<file path="src/rtl/reg_file_rename.sv">
// reg_file_rename: architectural register file (x0..x31) with a per-register
// rename table. The dispatcher queries source operands and renames
// destinations, and the reorder buffer writes back committed results.
// Optional build macro: REGFILE_COMMIT_BYPASS_EN forwards the current cycle's
// commit onto the query outputs. Without it, a commit becomes visible one
// cycle later.
module reg_file_rename #(
    parameter int DATA_W   = 32,
    parameter int ROB_ID_W = 4,
    parameter int NUM_REGS = 32
) (
    input  logic                clk,
    input  logic                rst,
    input  logic                rdy,
    input  logic                rollback_signal,
    input  logic                commit_en,
    input  logic [4:0]          commit_rd,
    input  logic [DATA_W-1:0]   commit_val,
    input  logic [ROB_ID_W-1:0] commit_alias,
    input  logic                rename_en,
    input  logic [4:0]          rename_rd,
    input  logic [ROB_ID_W-1:0] rename_alias,
    input  logic [4:0]          rs1_idx,
    input  logic [4:0]          rs2_idx,
    output logic                rs1_busy,
    output logic [ROB_ID_W-1:0] rs1_alias,
    output logic [DATA_W-1:0]   rs1_val,
    output logic                rs2_busy,
    output logic [ROB_ID_W-1:0] rs2_alias,
    output logic [DATA_W-1:0]   rs2_val
);

    typedef struct packed {
        logic                busy;
        logic [ROB_ID_W-1:0] rob_id;
        logic [DATA_W-1:0]   val;
    } query_t;

    logic [DATA_W-1:0]   val_q   [NUM_REGS];
    logic [ROB_ID_W-1:0] alias_q [NUM_REGS];
    logic [NUM_REGS-1:0] busy_q;

    // Entry 0 is never written, so x0 stays at its reset value of zero.
    logic commit_wr;
    logic rename_wr;
    logic commit_clears;

    assign commit_wr     = commit_en && (commit_rd != 5'd0);
    assign rename_wr     = rename_en && (rename_rd != 5'd0);
    assign commit_clears = commit_wr && busy_q[commit_rd] &&
                           (alias_q[commit_rd] == commit_alias);

    // Register state update. Priority: reset, then stall, then rollback, then normal.
    always_ff @(posedge clk) begin
        if (rst) begin
            // NOTE: the value array is cleared on reset because x0..x31 must read
            // zero after reset. This is a real reset of the memory, not only of
            // the control bits.
            for (int i = 0; i < NUM_REGS; i++) begin
                val_q[i]   <= '0;
                alias_q[i] <= '0;
            end
            busy_q <= '0;
        end else if (rdy) begin
            // The ROB may commit the mispredicted branch's own result while it
            // raises rollback, so the value write is outside the rollback branch.
            if (commit_wr) begin
                val_q[commit_rd] <= commit_val;
            end
            if (rollback_signal) begin
                for (int i = 0; i < NUM_REGS; i++) begin
                    alias_q[i] <= '0;
                end
                busy_q <= '0;
            end else begin
                // NOTE: the rename assignment comes after the commit-clear on
                // purpose. With non-blocking assignments the last write to the
                // same element wins, so a same-cycle rename keeps ownership.
                if (commit_clears) begin
                    busy_q[commit_rd]  <= 1'b0;
                    alias_q[commit_rd] <= '0;
                end
                if (rename_wr) begin
                    busy_q[rename_rd]  <= 1'b1;
                    alias_q[rename_rd] <= rename_alias;
                end
            end
        end
    end

    // One source-operand lookup. The result reflects state before this
    // cycle's rename, optionally with the current commit forwarded.
    function automatic query_t read_port(input logic [4:0] idx);
        query_t q;
        q.busy = busy_q[idx];
        q.val  = val_q[idx];
`ifdef REGFILE_COMMIT_BYPASS_EN
        if (rdy && !rollback_signal && commit_wr && (commit_rd == idx)) begin
            q.val = commit_val;
            if (q.busy && (alias_q[idx] == commit_alias)) begin
                q.busy = 1'b0;
            end
        end
`endif
        q.rob_id = q.busy ? alias_q[idx] : '0;
        return q;
    endfunction

    query_t rs1_q;
    query_t rs2_q;

    // Combinational source queries for both dispatcher read ports.
    always_comb begin
        // NOTE: every output of this block is assigned unconditionally, so no
        // latch can be inferred.
        rs1_q = read_port(rs1_idx);
        rs2_q = read_port(rs2_idx);
    end

    assign rs1_busy  = rs1_q.busy;
    assign rs1_alias = rs1_q.rob_id;
    assign rs1_val   = rs1_q.val;
    assign rs2_busy  = rs2_q.busy;
    assign rs2_alias = rs2_q.rob_id;
    assign rs2_val   = rs2_q.val;

endmodule

</file>
<file path="config.mk">
export PLATFORM = sky130hd
export DESIGN_NAME = reg_file_rename
export DESIGN_NICKNAME = d
export VERILOG_FILES = /design/src/rtl/reg_file_rename.sv
export SDC_FILE = /design/constraint.sdc
export NUM_CORES = 2
export LEC_CHECK = 0
export ABC_AREA = 1
export CORE_MARGIN = 2
export CORE_UTILIZATION = 30
export CTS_BUF_LIST = sky130_fd_sc_hd__clkbuf_4
export DETAILED_ROUTE_END_ITERATION = 8
export GPL_ROUTABILITY_DRIVEN = 0
export SETUP_SLACK_MARGIN = 0.02
export SLEW_MARGIN = 5
export SYNTH_ARGS = -nofsm -noshare
export SYNTH_HDL_FRONTEND = slang
export SYNTH_SLANG_ARGS = --single-unit
</file>
<file path="constraint.sdc">
create_clock -name clk -period 3.6 [get_ports clk]
set_clock_uncertainty 0.2 [all_clocks]
set_input_delay 0.9 -clock clk [delete_from_list [all_inputs] [get_ports clk]]
set_output_delay 0.9 -clock clk [all_outputs]
set_load 0.05 [all_outputs]
</file>
==> impl_metrics.env <==
export IMPL_status="finished, violations left"
export IMPL_violations="negative setup slack"
export IMPL_fp_coreArea_mm2=0.2142
export IMPL_ir_drop_mv=0.2782
export IMPL_worst_path_buf_inv=3
export IMPL_slew_headroom_pct=22.11
export IMPL_start_kind="register"
export IMPL_ant_nets=0
export IMPL_critPathSlowestCell="dfxtp_1"
export IMPL_rows=170
export IMPL_antenna_found_initial=8
export IMPL_slew_violations=0
export IMPL_final_common_cell="nor2_1"
export IMPL_areaGrowthSynthToFinish_pct=29.44
export IMPL_grt_pass1_vias=63290
export IMPL_clkTransAtPathRegs_ns=0.07
export IMPL_cp_cell_sequence="a21oi_1, o21ai_0, a21oi_1, o31ai_1, inv_1, o21ai_4, inv_4, nor2_4, buf_12"
export IMPL_period_needed_ns=4.108
export IMPL_combPwrFrac_pct=18.9
export IMPL_die_area_mm2=0.2188
export IMPL_finalSetupViolations=74
export IMPL_cp_slowest_stage_delay_ns=0.43
export IMPL_hold_viol_final=0
export IMPL_fin_cells=11170
export IMPL_boundaryPins=140
export IMPL_syn_inst=7558
export IMPL_synth_top_cell_by_area="edfxtp_1"
export IMPL_drive_gt1_share_pct=21.42
export IMPL_p_int_uw=24370
export IMPL_final_cell_mix="2307 x nor2_1, 1152 x edfxtp_1, 1025 x o21ai_0"
export IMPL_ys_types=34
export IMPL_io_buffers=139
export IMPL_power_net_switching_uw=10950
export IMPL_fin_area_mm2=0.08351
export IMPL_cts_buffer_depth=4
export IMPL_crit_fanout=5
export IMPL_overflow=0
export IMPL_rsz0062_at_grt="true"
export IMPL_route_detailed_drc=0
export IMPL_fin_hold_ws_ns=0.2670
export IMPL_fin_util_pct=38.99
export IMPL_place_area_mm2=0.07760
export IMPL_yosys_register_bits=1184
export IMPL_root_buffer="clkbuf_4"
export IMPL_num_vias=67680
export IMPL_grt_pass1_wl_mm=434.4
export IMPL_post_dp_hpwl_mm=195.6
export IMPL_place_inst=10560
export IMPL_critPathTopFamily="compound AO/OA/AOI/OAI gates"
export IMPL_async_flop_share_pct=0
export IMPL_clockPowerShare_pct=35.0
export IMPL_dr_pass1_iters=7
export IMPL_crit_arrival_ns=3.01
export IMPL_clock_latency_ns=1.32
export IMPL_p_per_area_mw_per_mm2=423.0
export IMPL_crit_path_end_kind="output port"
export IMPL_leakagePower_uw=0.03054
export IMPL_routed_wl_mm=308.0
export IMPL_synth_top_area_share_pct=53.62
export IMPL_routedWlPerCell_um=27.58
export IMPL_grt_usage_pct=26.94
export IMPL_switching_share_pct=31.00
export IMPL_min_path_type="in -> reg"
export IMPL_grt_max_degree=72
export IMPL_finalNetCount=8152
export IMPL_synth_area_per_cell_um2=8.536
export IMPL_crit_top_cell="a21oi_1"
export IMPL_yosysSeqAreaShare_pct=54.61
export IMPL_synth_top_flop_cell="edfxtp_1"
export IMPL_tightestPinTransition_ns=1.168
export IMPL_numCtsBuffers=331
export IMPL_cts_num_sinks=1184
export IMPL_setup_slack_ns=-0.5077
export IMPL_drv_cap=0
export IMPL_crit_required_ns=2.50
export IMPL_die_y_um=467.7
export IMPL_start_util_pct=30.12
export IMPL_ctsHtreeMaxLevel=5
export IMPL_synth_edf_count=1152
export IMPL_cts_tree="yes"
export IMPL_worstSetupPathType="reg -> out"
export IMPL_ys_top_cells_by_area="edfxtp_1 54%, nor2_1 14%, o21ai_0 9.8%"
export IMPL_netlist_area_mm2=0.06452
export IMPL_fin_crit_sh_pct=114.1
export IMPL_avgViaCountPerCell=6.061
export IMPL_die_w_um=467.7
export IMPL_synth_warnings=0
export IMPL_max_freq_mhz=243.4
export IMPL_drt_iter0_drc=12410
export IMPL_power_frac_seq_pct=46.1
## per-layer routing
layer | part of all wire (%) | GRT usage [%] | wire length [um]
met5 | 0.011 | 0 | 33
met1 | 36 | 34.86 | 110500
met4 | 6.6 | 15.66 | 20410
met3 | 15 | 7.872 | 45770
met2 | 43 | 39.90 | 131300
## area by class of cell
class / count / area [um2]
tap: 2838 / 3551
antenna: 14 / 35.03
clock buffer: 462 / 3468
timing repair buffer: 922 / 11610
clock inverter: 100 / 506.7
multi-input combinational: 5438 / 28180
fill: 20890 / 130700
sequential: 1184 / 35280
inverter: 209 / 875.8
## worst register-to-register path, stage by stage (launching register included)
cell      delay (ns)
edfxtp_1        0.48
nand2_1         0.11
nand2_1         0.05
nand2_1         0.05
nand3_1         0.11
nand2_1         0.09
nand2_1         0.05
nor2_1          0.11
nand2_1         0.06
nand2_1         0.05
nand2_1         0.06
nor2_2          0.13
nor3b_4         0.24
buf_12          0.23
nand4_1         0.17
nand2_1         0.25
## synthesized netlist by cell type (all sizes together), types with 2 or more instances
library cell	number
nand4	63
dfxtp	32
o211ai	19
nor2	2326
a32o	10
nand2	581
nor3	16
nand3	271
buf	86
clkinv	3
o221ai	382
o31ai	2
o22ai	96
nor4	2
clkbuf	676
inv	206
a32oi	54
o21ai	1267
a21oi	237
edfxtp	1152
a31oi	73
## final timing paths
kind / start / end / slack, ns / cells past startpoint
min: commit_val[30] / val_q[13][30]$_SDFFCE_PN0P_ / 0.27 / 4
max: busy_q[27]$_SDFFE_PP0P_ / rs1_alias[2] / -0.51 / 9
max reg2reg: alias_q[17][0]$_SDFFCE_PN0P_ / alias_q[31][1]$_SDFFCE_PN0P_ / 0.80 / 15
min reg2reg: busy_q[0]$_SDFFE_PP0P_ / busy_q[0]$_SDFFE_PP0P_ / 0.28 / 2
## registers in the layout, summed over array words and instances, names as in the netlist
| signal | cells |
|---|---|
| alias_q | 128 |
| busy_q | 32 |
| val_q | 1024 |
## power by group through the flow
stage,Sequential [uW],Clock (uW),Combinational [uW]
2_1_floorplan,16400,0,3190
3_3_place_gp,16500,0,6040
3_5_place_dp,16500,0,6110
4_1_cts,16300,12400,6310
5_1_grt,16300,13100,6890
6_report,16300,12400,6670
## logic make-up (layout without fill, tap and decap cells)
| logic type | Yosys count | in the layout | share of synthesized area (%) |
|---|---|---|---|
| AO/OA/AOI/OAI | 2141 | 2141 | 19.64 |
| AND/OR/NAND/NOR | 3261 | 3261 | 19.90 |
| buffers and inverters | 971 | 1693 | 5.841 |
| flip-flops | 1184 | 1184 | 54.61 |
| other | 1 | 50 | 0.005813 |
## stage by stage
stage	total power [uW]	setup TNS, ns	setup slack, ns
3_5_place_dp	22650	-490.73	-0.5429
5_1_grt	36330	-29.79	-0.6303
3_3_place_gp	22560	-497.88	-0.5273
6_report	35320	-23.29	-0.5077
4_1_cts	35000	-25.73	-0.5197
2_1_floorplan	19570	0	0.004472
## repair_timing
| action | 4_1_cts | 5_1_grt |
|---|---|---|
| hold buffers | 1 | 0 |
| endpoints found under the hold margin | 7 | 0 |
| buffers inserted | 10 | 16 |
| gates resized for setup | 314 | 229 |
| endpoints found under the setup margin | 74 | 74 |
| pin swaps | 231 | 191 |
| gates cloned | 3 | 5 |
No activity file was read; power rests on OpenSTA's default activity.
